==> src/rtl/cpu_pipe_pkg.sv <==
// Shared constants and helpers for the CPU datapath pipeline registers.
package cpu_pipe_pkg;

  // An illegal select captures an all-zero word rather than an arbitrary input.
  localparam bit SEL_ZERO_ON_ERR = 1'b1;

  // $clog2 with a floor of 1 bit, so one-input and one-stage cases still have real ports.
  function automatic int clog2_min1(input int n);
    return (n <= 2) ? 1 : $clog2(n);
  endfunction

endpackage

==> src/rtl/pipe_stage.sv <==
// One pipeline slot: a data register plus its valid bit.
module pipe_stage #(
  parameter int WIDTH = 32
) (
  input  logic             clk,
  input  logic             rst,
  input  logic             load,
  input  logic             clr,
  input  logic             valid_in,
  input  logic [WIDTH-1:0] data_in,
  output logic             valid,
  output logic [WIDTH-1:0] data
);

  // A clear drops the valid bit only; data holds, so a flushed slot keeps its stale word.
  always_ff @(posedge clk or posedge rst) begin
    if (rst) begin
      valid <= 1'b0;
      data  <= '0;
    end else if (clr) begin
      valid <= 1'b0;
    end else if (load) begin
      valid <= valid_in;
      if (valid_in) begin
        data <= data_in;
      end
    end
  end

endmodule

==> src/rtl/sel_pipe_register.sv <==
// Input select mux feeding a DEPTH-stage valid/ready pipeline register chain
// with bubble collapsing, synchronous flush and an illegal-select flag.
module sel_pipe_register
  import cpu_pipe_pkg::*;
#(
  parameter int WIDTH  = 32,
  parameter int NUM_IN = 4,
  parameter int DEPTH  = 2,
  parameter int SEL_W  = clog2_min1(NUM_IN),
  parameter int CNT_W  = clog2_min1(DEPTH + 1)
) (
  input  logic                    clk,
  input  logic                    rst,
  input  logic [NUM_IN*WIDTH-1:0] in_data,
  input  logic [SEL_W-1:0]        sel,
  input  logic                    in_valid,
  output logic                    in_ready,
  input  logic                    flush,
  output logic [WIDTH-1:0]        out_data,
  output logic                    out_valid,
  input  logic                    out_ready,
  output logic [CNT_W-1:0]        count,
  output logic                    sel_err
);

  // Handshake: a beat transfers on a rising edge where valid && ready are both high.
  // ready never depends on valid; in_ready is combinational from out_ready and flush.

  logic [DEPTH-1:0] v;
  logic [DEPTH-1:0] v_in;
  logic [DEPTH-1:0] v_next;
  logic [DEPTH-1:0] adv;
  logic [WIDTH-1:0] d    [DEPTH];
  logic [WIDTH-1:0] d_in [DEPTH];
  logic [WIDTH-1:0] sel_word;
  logic             sel_legal;
  logic [CNT_W-1:0] cnt_next;

  always_comb begin
    sel_legal = 1'b0;
    sel_word  = SEL_ZERO_ON_ERR ? '0 : in_data[WIDTH-1:0];
    for (int i = 0; i < NUM_IN; i++) begin
      if (sel == SEL_W'(i)) begin
        sel_legal = 1'b1;
        sel_word  = in_data[i*WIDTH +: WIDTH];
      end
    end
  end

  // A stage advances when it is empty or the stage after it advances (bubble collapse).
  always_comb begin
    logic a;
    a   = out_ready;
    adv = '0;
    for (int k = DEPTH - 1; k >= 0; k--) begin
      a      = ~v[k] | a;
      adv[k] = a;
    end
  end

  assign in_ready = adv[0] & ~flush;

  assign v_in[0] = in_valid;
  assign d_in[0] = sel_word;

  for (genvar k = 1; k < DEPTH; k++) begin : g_link
    assign v_in[k] = v[k-1];
    assign d_in[k] = d[k-1];
  end

  for (genvar k = 0; k < DEPTH; k++) begin : g_stage
    pipe_stage #(.WIDTH(WIDTH)) u_stage (
      .clk      (clk),
      .rst      (rst),
      .load     (adv[k] & ~flush),
      .clr      (flush),
      .valid_in (v_in[k]),
      .data_in  (d_in[k]),
      .valid    (v[k]),
      .data     (d[k])
    );
  end

  // Next-state valids mirror the stage update rule so count tracks occupancy after the edge.
  always_comb begin
    v_next   = '0;
    cnt_next = '0;
    for (int k = 0; k < DEPTH; k++) begin
      if (flush)       v_next[k] = 1'b0;
      else if (adv[k]) v_next[k] = v_in[k];
      else             v_next[k] = v[k];
      cnt_next = cnt_next + CNT_W'(v_next[k]);
    end
  end

  always_ff @(posedge clk or posedge rst) begin
    if (rst) begin
      count   <= '0;
      sel_err <= 1'b0;
    end else begin
      count   <= cnt_next;
      sel_err <= in_ready & in_valid & ~sel_legal;
    end
  end

  assign out_data  = d[DEPTH-1];
  assign out_valid = v[DEPTH-1];

endmodule

==> config.mk <==
export PLATFORM = sky130hd
export DESIGN_NAME = sel_pipe_register
export DESIGN_NICKNAME = d
export VERILOG_FILES = /design/src/rtl/cpu_pipe_pkg.sv /design/src/rtl/pipe_stage.sv /design/src/rtl/sel_pipe_register.sv
export SDC_FILE = /design/constraint.sdc
export NUM_CORES = 1
export LEC_CHECK = 0
export CORE_MARGIN = 4
export CORE_UTILIZATION = 35
export DETAILED_ROUTE_END_ITERATION = 10
export GPL_TIMING_DRIVEN = 0
export PLACE_DENSITY = 0.76
export SLEW_MARGIN = 10
export SYNTH_ARGS = -nofsm -noshare
export SYNTH_HDL_FRONTEND = slang
export SYNTH_SLANG_ARGS = --single-unit
==> constraint.sdc <==
create_clock -name clk -period 5.7 [get_ports clk]
set_input_delay 0.855 -clock clk [delete_from_list [all_inputs] [get_ports clk]]
set_output_delay 0.855 -clock clk [all_outputs]
set_load 0.1 [all_outputs]
==> results of run 1 <==
-- Yosys cell counts, types with 2 or more instances --
library cell and count:
dfrtp_1 69, mux2_2 34, buf_4 32, mux2_4 30, mux4_2 18, mux4_1 14, buf_6 5, clkbuf_8 4
a21oi_1 3, buf_12 3, nor2_1 3, inv_1 2
-- cells by family after synthesis --
family	synth area share, %
simple gates	1.37
fa+ha+maj	0.325
buf+inv	11.1
mux	41.8
flops	44.9
other cells	0.0975
compound gates	0.390
-- worst reg2reg max path, cell delays in order, from the launching register on --
cell and delay (ns):
dfrtp_1 0.39, nor2b_4 0.14, or3b_1 0.37, buf_6 0.16, buf_12 0.15, mux2_4 0.30
-- registers in the layout, indices dropped and copies added (netlist names) --
register and cells:
count 2, g_stage.u_stage.data 64, g_stage.u_stage.valid 2, sel_err 1
-- cell type report --
| cell class | instances | area (µm²) | area share [%] |
|---|---|---|---|
| Tap cell | 140 | 175 | 2.95 |
| Multi-Input combinational cell | 108 | 1690 | 28.5 |
| Timing Repair Buffer | 171 | 1720 | 29.0 |
| Inverter | 2 | 10.0 | 0.169 |
| Sequential cell | 69 | 1730 | 29.1 |
| Clock buffer | 12 | 145 | 2.44 |
| Buffer | 46 | 420 | 7.08 |
| Clock inverter | 4 | 47.5 | 0.801 |
-- power groups by stage --
| stage | Sequential (µW) | Clock [µW] | Combinational, µW |
|---|---|---|---|
| after floorplan | 685 | 0 | 956 |
| after global placement | 689 | 0 | 1240 |
| after CTS | 686 | 407 | 1250 |
| after detailed placement | 695 | 0 | 1250 |
| final | 684 | 394 | 1240 |
| after global routing | 701 | 434 | 1280 |
-- stage by stage --
| stage | hold slack (ns) | setup slack [ns] | instance area, µm² | total power (µW) |
|---|---|---|---|---|
| global placement | 0.482 | 1.96 | 5720 | 1930 |
| global route | 0.504 | 2.04 | 5940 | 2420 |
| floorplan | 0.475 | 2.35 | 3840 | 1640 |
| CTS | 0.502 | 2.09 | 5940 | 2340 |
| detailed placement | 0.490 | 2.09 | 5740 | 1940 |
| finish | 0.495 | 2.11 | 5940 | 2320 |
-- path summary, 6_finish.rpt --
check / slack (ns) / end / start
setup reg to reg: 4.08 / g_stage[1].u_stage.data[7] / g_stage[1].u_stage.valid
hold reg to reg: 0.49 / g_stage[1].u_stage.data[12] / g_stage[0].u_stage.data[12]
setup / recovery: 2.11 / in_ready / out_ready
hold / removal: 0.49 / g_stage[1].u_stage.data[12] / g_stage[0].u_stage.data[12]
min in group asynchronous: 0.89 / g_stage[1].u_stage.data[31] / rst
max in group asynchronous: 4.27 / g_stage[0].u_stage.data[6] / rst
-- layer usage --
metal / share of wire, % / up-vias / GRT usage [%]
met2: 52 / 93 / 25.6
met5: 0 / - / 0
met1: 39 / 1261 / 16.0
met4: 1.6 / 0 / 5.61
met3: 6.7 / 10 / 3.74
li1: - / 1185 / -
==> out/results.tsv, run 1 <==
stage	metric	value	unit
pwr	peakVddDrop	0.253	mV
worst_setup_path	crit_required	4.85	ns
global_route	antenna_found_initial	0	
logic_synthesis	yosysWarnings	0	
clock_tree	cts.sinks	69	
layout	fillers	904	
min_path	min_path_cells	1	
layout	layout_common_cells	170 x clkdlybuf4s50_1, 69 x dfrtp_1, 34 x mux2_2, 32 x buf_4, 30 x mux2_4	
global_route	grt_pass1_wl	14.1	mm
routing	route.vias.total	2549	
pwr	internal_power	1320	µW
worst_setup_path	cp-start-kind	input pin	
layout	final_cells	552	
layout	finish.utilization	55.0	%
logic_synthesis	synthCells	225	
routing	drc_errors	0	
logic_synthesis	yosysTopAreaCell	dfrtp_1	
floorplan	die_y	113	µm
routing	via_per_inst	4.62	
logic_synthesis	synth_top_area_share	44.9	%
pwr	swShare	43.2	%
routing	wl_per_cell	16.1	µm
routing	ant_nets	0	
clock_tree	numCtsBuffers	9	
pwr	seqPwrFrac	29.5	%
layout	area_growth	54.4	%
sta	hold_viol_final	0	
worst_setup_path	crit_slowest_cell	clkdlybuf4s50_1	
logic_synthesis	synth_cell_types	20	
sta	drv_slew	0	
pwr	power_leakage	0.00257	µW
worst_setup_path	worstPathArrival	2.74	ns
logic_synthesis	synth_async_sr_flop_share	100	%
place	hpwlAfterDp	7.12	mm
pwr	power.switching	1000	µW
layout	final_nets	543	
global_route	track_usage	14.2	%
pwr	p_comb_share	53.5	%
sta	skew	0.00696	ns
clock_tree	ctsResizeCount	0	
routing	routed_wl	8.88	mm
clock_tree	cts_buffer_depth	2	
logic_synthesis	ys.flop_type	dfrtp_1	
clock_tree	cts-root-buf	clkbuf_8	
worst_setup_path	critical_path.max_fanout	3	
sta	final-setup-viol-count	0	
floorplan	die-area	0.0127	mm²
logic_synthesis	synth_edf_count	0	
worst_setup_path	endpoint_kind	output port	
worst_setup_path	cp_num_cells	4	
floorplan	start_util	35.6	%
logic_synthesis	synthesis.nets	361	
logic_synthesis	synth-seq-cells	69	
flow_run	max_cap_violations	0	
clock_tree	cts_setup_buffers	0	
sta	rsz0062_at_grt	no	
worst_setup_path	cpLargestDelayFamily	buffers and inverters	
layout	drive_gt1_share	35.2	%
routing	drt_iter0_drc	63	
layout	final_common_cell	clkdlybuf4s50_1	
layout	diodes	0	
floorplan	die_w	113	µm
place	port-buffer-count	170	
clock_tree	clk_pin_slew	0.08	ns
global_route	grt_pass1_vias	2861	
sta	tightest_slew	1.00	ns
logic_synthesis	syn_area_per_cell	17.1	µm²
logic_synthesis	netlist_area	0.00384	mm²
place	place.gp.congestion	0.782	
sta	fin_crit_sh	63.0	%
sta	tns	0	ns
status	status	finished clean	
floorplan	rows	38	
clock_tree	postCtsHoldBufs	0	
worst_setup_path	reg2regPathDepth	5	
sta	slew_headroom	33.0	%
clock_tree	htree_levels	3	
place	dp.cells	536	
worst_setup_path	crit_type	input pin to output port	
logic_synthesis	seq_area_frac_synth	44.9	%
routing	first_pass_iters	4	
pwr	power_density	390	mW/mm²
floorplan	core	0.0108	mm²
floorplan	ioPinCount	172	
worst_setup_path	max_stage_delay	1.15	ns
worst_setup_path	worst-path-buf-inv	2	
min_path	hp-class	flop to flop	
sta	min_period	3.59	ns
global_route	grt_start_max_net_pins	36	
logic_synthesis	synth_area_leaders	dfrtp_1 45%, mux2_4 12%, mux4_2 11%	
worst_setup_path	cpMostUsedCell	clkdlybuf4s50_1	
clock_tree	insertion_delay	0.33	ns
pwr	power_frac_clock	17.0	%
global_route	grt_overflow	0	
clock_tree	cts_tree	done	
sta	fmax	278	MHz
worst_setup_path	cp_cell_sequence	clkdlybuf4s50_1 -> nor2b_4 -> a21oi_1 -> clkdlybuf4s50_1	
Note: power is estimated with default switching activity, not from simulation.
==> run 2: changes to the inputs <==
--- a/config.mk
+++ b/config.mk
@@ -9,7 +9,7 @@
 export CORE_UTILIZATION = 35
 export DETAILED_ROUTE_END_ITERATION = 10
 export GPL_TIMING_DRIVEN = 0
-export PLACE_DENSITY = 0.76
+export PLACE_DENSITY = 0.79
 export SLEW_MARGIN = 10
 export SYNTH_ARGS = -nofsm -noshare
 export SYNTH_HDL_FRONTEND = slang
==> constraint.sdc (replaced) <==
create_clock -name clk -period 2.95 [get_ports clk]
set_input_delay 0.4425 -clock clk [delete_from_list [all_inputs] [get_ports clk]]
set_output_delay 0.4425 -clock clk [all_outputs]
set_load 0.1 [all_outputs]
==> run 2 against run 1 <==
Effect of this change:
- sequential cell count stayed put
- register-to-register slack worse by 2.7 ns
- non-clock buffer count stayed put
- clock skew is 0.0024 ns lower
- global-route usage is 0.14 points lower
- largest power group unchanged
==> out/results.tsv, run 2 (synthesized netlist as in run 1, its figures left out) <==
stage	metric	value	unit	change
routing	via_per_inst	4.67		was 4.62
layout	layout_common_cells	170 x clkdlybuf4s50_1, 69 x dfrtp_1, 34 x mux2_2, 32 x buf_4, 30 x mux2_4		unchanged
pwr	power_leakage	0.00256	µW	was 0.00257 µW
clock_tree	clk_pin_slew	0.07	ns	was 0.08 ns
layout	final_nets	543		unchanged
clock_tree	htree_levels	3		unchanged
clock_tree	cts-root-buf	clkbuf_8		unchanged
clock_tree	ctsResizeCount	0		unchanged
status	status	finished clean		unchanged
clock_tree	insertion_delay	0.33	ns	about the same
clock_tree	numCtsBuffers	9		unchanged
sta	tightest_slew	1.00	ns	about the same
routing	routed_wl	8.84	mm	was 8.88 mm
min_path	hp-class	input pin to asynchronous set/reset pin		was flop to flop
floorplan	die_w	113	µm	unchanged
global_route	antenna_found_initial	0		unchanged
worst_setup_path	crit_type	input pin to output port		unchanged
sta	fmax	362	MHz	
worst_setup_path	critical_path.max_fanout	3		unchanged
floorplan	rows	38		unchanged
layout	reg_top3	g_stage.u_stage.data (64), count (2), g_stage.u_stage.valid (2)		unchanged
sta	drv_slew	0		unchanged
sta	skew	0.00457	ns	was 0.00696 ns
global_route	grt_pass1_wl	13.9	mm	was 14.1 mm
clock_tree	postCtsHoldBufs	0		unchanged
sta	rsz0062_at_grt	no		unchanged
layout	area_growth	53.7	%	was 54.4%
sta	min_period	2.76	ns	
floorplan	die-area	0.0127	mm²	unchanged
sta	fin_crit_sh	93.7	%	
layout	design_area	0.00591	mm²	was 0.00594 mm²
clock_tree	cts_buffer_depth	2		unchanged
sta	setup_slack	0.186	ns	was 2.11 ns
pwr	peakVddDrop	0.514	mV	was 0.253 mV
sta	hold_viol_final	0		unchanged
sta	tns	0	ns	unchanged
global_route	grt_pass1_vias	2819		was 2861
global_route	track_usage	14.1	%	was 14.2%
routing	wl_per_cell	16.1	µm	about the same
worst_setup_path	crit_required	2.51	ns	was 4.85 ns
floorplan	core	0.0108	mm²	unchanged
global_route	grt_start_max_net_pins	42		was 36
clock_tree	cts_tree	done		unchanged
floorplan	start_util	35.6	%	unchanged
routing	drc_errors	0		unchanged
sta	final-setup-viol-count	0		unchanged
worst_setup_path	endpoint_kind	output port		unchanged
sta	slew_headroom	32.9	%	was 33.0%
flow_run	max_cap_violations	0		unchanged
clock_tree	cts_setup_buffers	0		unchanged
pwr	power_density	741	mW/mm²	was 390 mW/mm²
layout	largest-register	g_stage.u_stage.data		unchanged
place	place.gp.congestion	0.719		was 0.782
layout	drive_gt1_share	35.1	%	was 35.2%
routing	first_pass_iters	4		unchanged
worst_setup_path	cp-start-kind	input pin		unchanged
global_route	grt_overflow	0		unchanged
layout	largest_reg_flops	64		unchanged
worst_setup_path	worstPathArrival	2.32	ns	was 2.74 ns
clock_tree	cts.sinks	69		unchanged
routing	route.vias.total	2569		was 2549
layout	diodes	0		unchanged
place	placed_area	0.00574	mm²	unchanged
place	port-buffer-count	170		unchanged
routing	ant_nets	0		unchanged
place	hpwlAfterDp	7.04	mm	was 7.12 mm
floorplan	die_y	113	µm	unchanged
place	pre_cts_ws	0.184	ns	was 2.09 ns
floorplan	ioPinCount	172		unchanged
routing	drt_iter0_drc	47		was 63
layout	final_common_cell	clkdlybuf4s50_1		unchanged
## run 2: changes by cell type in the layout (fill, tap and decap cells not counted)
cell / previous run / this run
bufinv_16: 1 / 0
clkbuf_8: 14 / 15
clkinvlp_4: 1 / 0
clkbuf_1: 3 / 2
## run 2: power by group
group | total (µW) | switching, µW | internal [µW]
clock network | 657 | 318 | 339
logic | 2400 | 1460 | 938
registers | 1330 | 136 | 1190
total | 4380 | 1910 | 2470
## run 2: final cells by class
class                   instances  area, µm²
fillers                       870       4880
flip-flops and latches         69       1730
repair buffers                171       1720
multi-input cells             108       1690
plain buffers                  46        420
well taps                     140        175
clock buffers                  12        155
clock inverters                 2       10.0
inverters                       2       10.0
## run 2: path summary, 6_finish.rpt
kind / startpoint / end / slack (ns) / cells past startpoint
hold / removal: rst / g_stage[1].u_stage.data[6] / 0.44 / 2
hold reg to reg: g_stage[0].u_stage.data[20] / g_stage[1].u_stage.data[20] / 0.50 / 1
min in group clk: g_stage[0].u_stage.data[20] / g_stage[1].u_stage.data[20] / 0.50 / 1
max in group asynchronous: rst / g_stage[0].u_stage.data[30] / 1.96 / 3
setup / recovery: out_ready / in_ready / 0.19 / 4
setup reg to reg: g_stage[1].u_stage.valid / g_stage[1].u_stage.data[2] / 1.34 / 5
## run 2: worst max-delay path, cell delays in order
cell	delay (ns)
clkdlybuf4s50_1	0.52
nor2b_4	0.06
a21oi_1	0.14
clkdlybuf4s50_1	1.15
## run 2: stage by stage
step | hold WS, ns | instances | total power, µW | util, %
floorplan | 0.475 | 225 | 3170 | -
global placement | 0.483 | 535 | 3720 | 53.0
detailed placement | 0.487 | 536 | 3760 | 53.2
CTS | 0.432 | 550 | 4450 | 54.8
global route | 0.460 | 550 | 4570 | 54.8
finish | 0.445 | 550 | 4380 | 54.8
## run 2: routing by layer
| metal | track usage [%] | part of all wire (%) | vias to the layer above |
|---|---|---|---|
| met4 | 5.29 | 0.98 | 0 |
| met3 | 5.24 | 8.2 | 7 |
| met1 | 15.1 | 38 | 1280 |
| li1 | - | - | 1179 |
| met2 | 25.1 | 53 | 103 |
| met5 | 0 | 0 | - |
